**src/rtl/mac_tx_fifo_pkg.sv**
```systemverilog
`default_nettype none
// ============================================================================
// Module   : mac_tx_fifo_pkg
// Purpose  : Shared constants, entry layout and sizing helper for the MAC TX
//            FIFO (framer -> PCS/encoder side).
// Contents : N_CHANNELS, W_BYTE, MAC_TX_FIFO_DEPTH defaults,
//            W_MAC_TX_FIFO_ENTRY, mac_tx_fifo_entry_t,
//            mac_tx_fifo_entry_w() for non-default lane configurations.
// Revision : 1.0 - initial release
// ============================================================================
package mac_tx_fifo_pkg;

  localparam int unsigned N_CHANNELS        = 4;
  localparam int unsigned W_BYTE            = 8;
  localparam int unsigned MAC_TX_FIFO_DEPTH = 16;

  // One stored entry: end-of-frame tag, per-lane ctrl bits, lane data.
  localparam int unsigned W_MAC_TX_FIFO_ENTRY = N_CHANNELS * (W_BYTE + 1) + 1;

  typedef struct packed {
    logic                           last;
    logic [N_CHANNELS-1:0]          ctrl;
    logic [N_CHANNELS*W_BYTE-1:0]   data;
  } mac_tx_fifo_entry_t;

  // Entry width for an arbitrary lane configuration; same packing order as
  // mac_tx_fifo_entry_t ({last, ctrl, data}).
  function automatic int unsigned mac_tx_fifo_entry_w(input int unsigned n_ch,
                                                      input int unsigned w_lane);
    return n_ch * (w_lane + 1) + 1;
  endfunction

endpackage : mac_tx_fifo_pkg
`default_nettype wire

```
**src/rtl/mac_tx_fifo_mem.sv**
```systemverilog
`default_nettype none
// ============================================================================
// Module   : mac_tx_fifo_mem
// Purpose  : DEPTH x W simple dual-port register array for the MAC TX FIFO.
//            Synchronous write, asynchronous (combinational) read so the
//            FIFO head can be presented fall-through. Contents are not reset.
// Ports    : i_clk    - clock
//            i_wen    - write enable (already qualified by the caller)
//            i_waddr  - write address
//            i_wdata  - write data
//            i_raddr  - read address
//            o_rdata  - read data, combinational from the array
// Revision : 1.0 - initial release
// ============================================================================
module mac_tx_fifo_mem #(
  parameter int unsigned DEPTH = 16,
  parameter int unsigned W     = 37
) (
  input  logic                     i_clk,
  input  logic                     i_wen,
  input  logic [$clog2(DEPTH)-1:0] i_waddr,
  input  logic [W-1:0]             i_wdata,
  input  logic [$clog2(DEPTH)-1:0] i_raddr,
  output logic [W-1:0]             o_rdata
);

  logic [W-1:0] r_mem [DEPTH];

  always_ff @(posedge i_clk) begin
    if (i_wen) begin
      r_mem[i_waddr] <= i_wdata;
    end
  end

  assign o_rdata = r_mem[i_raddr];

endmodule : mac_tx_fifo_mem
`default_nettype wire

```
**src/rtl/mac_tx_fifo.sv**
```systemverilog
`default_nettype none
// ============================================================================
// Module   : mac_tx_fifo
// Purpose  : Frame-aware TX FIFO between the MAC TX framer and the PCS side.
//            Each entry holds N_CH lanes of {ctrl, byte} plus an end-of-frame
//            tag. Reports full/almost-full/level, sticky overflow/underflow
//            and the number of complete frames stored. With STORE_FWD=1 the
//            reader only sees committed (complete) frames and an open partial
//            frame can be discarded with i_wdrop.
// Ports    : i_clk, i_reset (async, active high), i_clk_en (gates all state)
//            i_clr               - synchronous flush
//            i_wen/i_wlast/i_wdrop/i_wctrl/i_wdata - write side
//            o_full, o_afull     - write-side flow control
//            i_ren               - read request
//            o_rctrl/o_rdata/o_rlast/o_empty - fall-through head entry
//            o_level, o_frames   - occupancy in entries / complete frames
//            o_ovf, o_udf        - sticky overflow / underflow
// Revision : 1.0 - initial release
// ============================================================================
module mac_tx_fifo
  import mac_tx_fifo_pkg::*;
#(
  parameter int unsigned N_CH      = N_CHANNELS,
  parameter int unsigned W_LANE    = W_BYTE,
  parameter int unsigned DEPTH     = MAC_TX_FIFO_DEPTH,
  parameter int unsigned AFULL_THR = DEPTH - 4,
  parameter bit          STORE_FWD = 1'b0
) (
  input  logic                     i_clk,
  input  logic                     i_reset,
  input  logic                     i_clk_en,
  input  logic                     i_clr,
  input  logic                     i_wen,
  input  logic                     i_wlast,
  input  logic                     i_wdrop,
  input  logic [N_CH-1:0]          i_wctrl,
  input  logic [N_CH*W_LANE-1:0]   i_wdata,
  output logic                     o_full,
  output logic                     o_afull,
  input  logic                     i_ren,
  output logic [N_CH-1:0]          o_rctrl,
  output logic [N_CH*W_LANE-1:0]   o_rdata,
  output logic                     o_rlast,
  output logic                     o_empty,
  output logic [$clog2(DEPTH):0]   o_level,
  output logic [$clog2(DEPTH):0]   o_frames,
  output logic                     o_ovf,
  output logic                     o_udf
);

  localparam int unsigned c_aw = $clog2(DEPTH);
  localparam int unsigned c_pw = c_aw + 1;
  localparam int unsigned c_ew = mac_tx_fifo_entry_w(N_CH, W_LANE);

  localparam logic [c_pw-1:0] c_ptr_one   = c_pw'(1);
  localparam logic [c_pw-1:0] c_afull_thr = c_pw'(AFULL_THR);

  // Pointers carry one extra wrap bit above the address bits.
  logic [c_pw-1:0] r_wptr;    // raw write pointer
  logic [c_pw-1:0] r_cptr;    // committed pointer: start of the open frame
  logic [c_pw-1:0] r_rptr;    // read pointer
  logic [c_pw-1:0] r_frames;
  logic            r_ovf;
  logic            r_udf;

  logic [c_pw-1:0] w_vptr;
  logic [c_pw-1:0] w_level;
  logic            w_empty;
  logic            w_full;
  logic            w_drop;
  logic            w_wr_ok;
  logic            w_rd_ok;
  logic            w_ovf_set;
  logic            w_udf_set;
  logic            w_frm_inc;
  logic            w_frm_dec;
  logic [c_ew-1:0] w_wentry;
  logic [c_ew-1:0] w_rentry;

  // In store-and-forward mode the reader is bounded by the committed pointer,
  // so a partially written frame stays invisible until its last entry lands.
  assign w_vptr  = STORE_FWD ? r_cptr : r_wptr;
  assign w_empty = (w_vptr == r_rptr);
  assign w_full  = (r_wptr[c_aw-1:0] == r_rptr[c_aw-1:0]) &&
                   (r_wptr[c_aw] != r_rptr[c_aw]);
  assign w_level = r_wptr - r_rptr;

  // Drop outranks a same-cycle write; both are void under a flush. The
  // memory write enable carries the full qualification, including i_clk_en.
  assign w_drop    = i_wdrop & STORE_FWD;
  assign w_wr_ok   = i_clk_en & ~i_clr & ~w_drop & i_wen & ~w_full;
  assign w_rd_ok   = i_ren & ~w_empty;
  assign w_ovf_set = ~w_drop & i_wen & w_full;
  assign w_udf_set = i_ren & w_empty;
  assign w_frm_inc = w_wr_ok & i_wlast;
  assign w_frm_dec = w_rd_ok & o_rlast;

  always_ff @(posedge i_clk or posedge i_reset) begin
    if (i_reset) begin
      r_wptr   <= '0;
      r_cptr   <= '0;
      r_rptr   <= '0;
      r_frames <= '0;
      r_ovf    <= 1'b0;
      r_udf    <= 1'b0;
    end else if (i_clk_en) begin
      if (i_clr) begin
        r_wptr   <= '0;
        r_cptr   <= '0;
        r_rptr   <= '0;
        r_frames <= '0;
        r_ovf    <= 1'b0;
        r_udf    <= 1'b0;
      end else begin
        if (w_drop) begin
          r_wptr <= r_cptr;
        end else if (w_wr_ok) begin
          r_wptr <= r_wptr + c_ptr_one;
          if (i_wlast) begin
            r_cptr <= r_wptr + c_ptr_one;
          end
        end
        if (w_ovf_set) begin
          r_ovf <= 1'b1;
        end

        if (w_rd_ok) begin
          r_rptr <= r_rptr + c_ptr_one;
        end
        if (w_udf_set) begin
          r_udf <= 1'b1;
        end

        // A frame completing and a frame leaving in the same cycle cancel.
        case ({w_frm_inc, w_frm_dec})
          2'b10:   r_frames <= r_frames + c_ptr_one;
          2'b01:   r_frames <= r_frames - c_ptr_one;
          default: r_frames <= r_frames;
        endcase
      end
    end
  end

  assign w_wentry = {i_wlast, i_wctrl, i_wdata};

  mac_tx_fifo_mem #(
    .DEPTH (DEPTH),
    .W     (c_ew)
  ) u_mem (
    .i_clk   (i_clk),
    .i_wen   (w_wr_ok),
    .i_waddr (r_wptr[c_aw-1:0]),
    .i_wdata (w_wentry),
    .i_raddr (r_rptr[c_aw-1:0]),
    .o_rdata (w_rentry)
  );

  assign o_rlast  = w_rentry[c_ew-1];
  assign o_rctrl  = w_rentry[c_ew-2 -: N_CH];
  assign o_rdata  = w_rentry[N_CH*W_LANE-1:0];

  assign o_empty  = w_empty;
  assign o_full   = w_full;
  assign o_afull  = (w_level >= c_afull_thr);
  assign o_level  = w_level;
  assign o_frames = r_frames;
  assign o_ovf    = r_ovf;
  assign o_udf    = r_udf;

endmodule : mac_tx_fifo
`default_nettype wire

```
**config.mk**
```make
export PLATFORM = sky130hd
export DESIGN_NAME = mac_tx_fifo
export DESIGN_NICKNAME = d
export VERILOG_FILES = /design/src/rtl/mac_tx_fifo_pkg.sv /design/src/rtl/mac_tx_fifo_mem.sv /design/src/rtl/mac_tx_fifo.sv
export SDC_FILE = /design/constraint.sdc
export NUM_CORES = 1
export LEC_CHECK = 0
export BUFFER_PORTS_ARGS = -buffer_cell sky130_fd_sc_hd__buf_4
export CORE_MARGIN = 4
export CORE_UTILIZATION = 60
export CTS_CLUSTER_SIZE = 12
export DETAILED_ROUTE_END_ITERATION = 10
export GPL_ROUTABILITY_DRIVEN = 1
export HOLD_SLACK_MARGIN = 0.05
export MAX_ROUTING_LAYER = met4
export PLACE_DENSITY_LB_ADDON = 0.05
export SLEW_MARGIN = 20
export SYNTH_ARGS = -nofsm -noshare
export SYNTH_HDL_FRONTEND = slang
export SYNTH_SLANG_ARGS = --single-unit
```
**constraint.sdc**
```tcl
create_clock -name i_clk -period 6.52 [get_ports i_clk]
set_input_delay 0.652 -clock i_clk [delete_from_list [all_inputs] [get_ports i_clk]]
set_output_delay 0.652 -clock i_clk [all_outputs]
set_load 0.005 [all_outputs]
```
==> impl_metrics.json <==
{
  "clock_tree.root_cell": "sky130_fd_sc_hd__clkbuf_16",
  "cts_resized": 0,
  "cts_buffers": 60,
  "crit-reg2reg-capture": "u_mem.r_mem[7][24]",
  "dr_total_vias": 10400,
  "syn_avg_cell_area_um2": 24.0,
  "critical_path.n_buffers_inverters": 2,
  "postPlaceCellArea_um2": 24900,
  "design.core.area_um2": 38600,
  "placement.io_buffers": 94,
  "synth-edff-count": 592,
  "timing_worst_setup_path_type": "reg -> out",
  "drt_antenna_net_count": 0,
  "finalNetCount": 1172,
  "synth_cells": 977,
  "first_global_vias": 10800,
  "pwr_density_cell_nw_per_um2": 339,
  "num_io_pins": 96,
  "die_x_um": 206,
  "floorplan.initialDensity_pct": 60.7,
  "post-route-cell-area_um2": 26800,
  "share_of_flip_flops_with_an_asynchronous_set_or_reset_after_synthesis_pct": 2.79,
  "synth_cell_type_count": 42,
  "synthesized_net_count": 1035,
  "antenna_found_initial": 2,
  "die_height_um": 206,
  "layout-area-overhead-vs-synth_pct": 14.2,
  "fmaxAchievable_ghz": 0.239,
  "tightestPinTransition_ns": 1.04,
  "timing.critical_path.arrival_ns": 3.53,
  "rr_worst_depth": 7,
  "cp_common_cell": "sky130_fd_sc_hd__mux4_2",
  "synthDominantAreaCellType": "sky130_fd_sc_hd__edfxtp_1",
  "cts-htree-levels": 2,
  "fillers": 2359,
  "globalRoute.totalOverflow": 0,
  "total_power_mw": 9.07,
  "multi_input_comb_area_um2": 5100,
  "post_layout_minimum_cycle_time_ns": 4.19,
  "synth_seq_cells": 609,
  "crit_family": "multiplexers",
  "synth_warnings": 0,
  "drive_gt1_share_pct": 34.6,
  "worst_setup_path_start_kind": "flip-flop",
  "grt_usage_pct": 23.9,
  "total_iterations_of_the_first_detailed_routing_run": 5,
  "routed_wl_um": 47000,
  "routabilityCongestion": 0.727,
  "final-setup-viol-count": 0,
  "dieArea_um2": 42300,
  "clock_latency_ns": 0.62,
  "unrepaired_setup_endpoints_after_global_routing": "no",
  "tritoncts_clock_tree": "done",
  "post_synth_instance_area_um2": 23500,
  "synth.most_common_cell": "sky130_fd_sc_hd__edfxtp_1",
  "worst_clock_skew_ns": 0.0252,
  "crit_path_cell_trace": "buf_12 -> mux4_2 -> mux4_2 -> buf_4",
  "cts_max_path_buffers": 3,
  "detailed_place_hpwl_um": 24200,
  "layout_worst_path_cycle_share_pct": 64.2,
  "ctsHoldBuffers": 0,
  "path_clk_slew_ns": 0.06,
  "core.rowCount": 72,
  "area.sequential_um2": 18200,
  "synth_top_cells_by_area": "sky130_fd_sc_hd__edfxtp_1, sky130_fd_sc_hd__mux4_2, sky130_fd_sc_hd__dfrtp_1",
  "worst_r2r_startpoint": "r_rptr[0]",
  "area_share_of_the_leading_cell_type_in_the_synthesized_netlist_pct": 75.8,
  "critical_path_peak_fanout": 88,
  "grt_max_degree": 89,
  "vias_per_cell": 6.21,
  "synth_commonest_cells": "sky130_fd_sc_hd__edfxtp_1, sky130_fd_sc_hd__mux4_2, sky130_fd_sc_hd__clkbuf_1",
  "slew_headroom_pct": 30.7,
  "vdd.ir_drop.worst_mv": 0.261,
  "maximum_capacitance_violations": 0,
  "global_route_wire_length_before_repair_um": 70300,
  "post-cts-setup-buffer-count": 0,
  "slowest_cell_on_the_critical_path": "sky130_fd_sc_hd__dfrtp_4",
  "run_status": "finished clean",
  "required_time_of_the_worst_setup_path_ns": 5.87,
  "cts.sinks": 609,
  "worstSetupEndpointType": "primary output",
  "final-hold-violation-count": 0,
  "drc": 0,
  "synth-seq-area-share_pct": 77.6,
  "setup_tns_ns": 0,
  "max_stage_delay_ns": 0.89,
  "r2r_setup_slack_ns": 2.56,
  "drt-initial-drc-count": 1065,
  "timing.final.max_slew_violations": 0,
  "prevailing_post_synth_register_cell": "sky130_fd_sc_hd__edfxtp_1",
  "holdCritPathClass": "in -> async",
  "power_leakage_nw": 8.48,
  "wl_per_cell_um": 28.2
}
[cell families after synthesis]
| kind of cell | after synthesis | share of synthesized area, % |
|---|---|---|
| AO/OA/AOI/OAI | 29 | 0.917 |
| XOR/XNOR | 13 | 0.485 |
| adder cells (fa/ha/maj) | 14 | 0.811 |
| buffers and inverters | 64 | 1.14 |
| multiplexers | 187 | 17.8 |
| AND/OR/NAND/NOR | 61 | 1.26 |
| flip-flops | 609 | 77.6 |
[placed cells by master (no fill, tap or decap), types with 3 or more instances in the layout]
cell and count:
sky130_fd_sc_hd__buf_12 3, sky130_fd_sc_hd__o2bb2ai_1 4, sky130_fd_sc_hd__a21oi_1 6, sky130_fd_sc_hd__buf_16 3, sky130_fd_sc_hd__inv_1 13, sky130_fd_sc_hd__buf_4 118
sky130_fd_sc_hd__nand4_1 4, sky130_fd_sc_hd__a31oi_1 3, sky130_fd_sc_hd__nor2_4 12, sky130_fd_sc_hd__nor2_1 10, sky130_fd_sc_hd__nor3_2 4, sky130_fd_sc_hd__edfxtp_1 592
sky130_fd_sc_hd__o21ai_0 4, sky130_fd_sc_hd__and2_1 3, sky130_fd_sc_hd__nand2_1 11, sky130_fd_sc_hd__ha_1 12, sky130_fd_sc_hd__clkinv_1 7, sky130_fd_sc_hd__xnor2_1 7
sky130_fd_sc_hd__clkbuf_16 60, sky130_fd_sc_hd__mux4_2 184, sky130_fd_sc_hd__dfrtp_1 14, sky130_fd_sc_hd__nand3_1 5, sky130_fd_sc_hd__a21o_1 4, sky130_fd_sc_hd__clkbuf_1 24
sky130_fd_sc_hd__xor2_1 6, sky130_fd_sc_hd__nand2b_1 3
[routing by layer]
layer | up-vias | share of wire (%) | global-route usage [%]
li1 | 4457 | - | -
met1 | 5554 | 42 | 34.7
met2 | 310 | 51 | 37.1
met3 | 51 | 5.9 | 3.96
met4 | 0 | 1.4 | 5.38
met5 | - | 0 | -
[area by class of cell]
cell class	instances	share of cell area (%)
Sequential cell	609	68.0
Multi-Input combinational cell	304	19.1
Clock buffer	85	5.99
Timing Repair Buffer	124	3.84
Tap cell	518	2.42
Clock inverter	13	0.467
Inverter	15	0.215
Antenna cell	2	0.0187
[flip-flops by register name, summed over array words and instances, names as in the netlist]
register and cells:
u_mem.r_mem 592, o_frames 5, r_rptr 5, r_wptr 5
o_ovf 1, o_udf 1
[power breakdown]
group          internal (mW)  leakage, nW  switching (mW)
combinational          0.920         2.09           0.617
sequential              4.32         5.55          0.0906
clock                   1.77        0.834            1.35
total                   7.01         8.48            2.06
[how the worst max path moves through the flow]
stage	from	end	cells after the start
global route	r_rptr[0]	o_rdata[1]	4
floorplan	r_rptr[3]	u_mem.r_mem[3][0]	9
detailed placement	r_rptr[0]	u_mem.r_mem[7][3]	7
global placement	r_rptr[0]	u_mem.r_mem[7][23]	7
finish	r_rptr[0]	o_rdata[1]	4
CTS	r_rptr[0]	o_rdata[1]	4
[per-stage QoR]
stage          hold slack, ns  std cells  util [%]  worst slack, ns
3_5_place_dp            0.496       1565      64.5             2.51
6_report                0.150       1670      69.3             2.33
4_1_cts                 0.137       1663      69.0             2.22
3_3_place_gp            0.483       1565      64.5             2.50
5_1_grt                 0.202       1670      69.3             2.10
2_1_floorplan           0.486        977         -             1.17
Power figures use the tool's default switching activity.
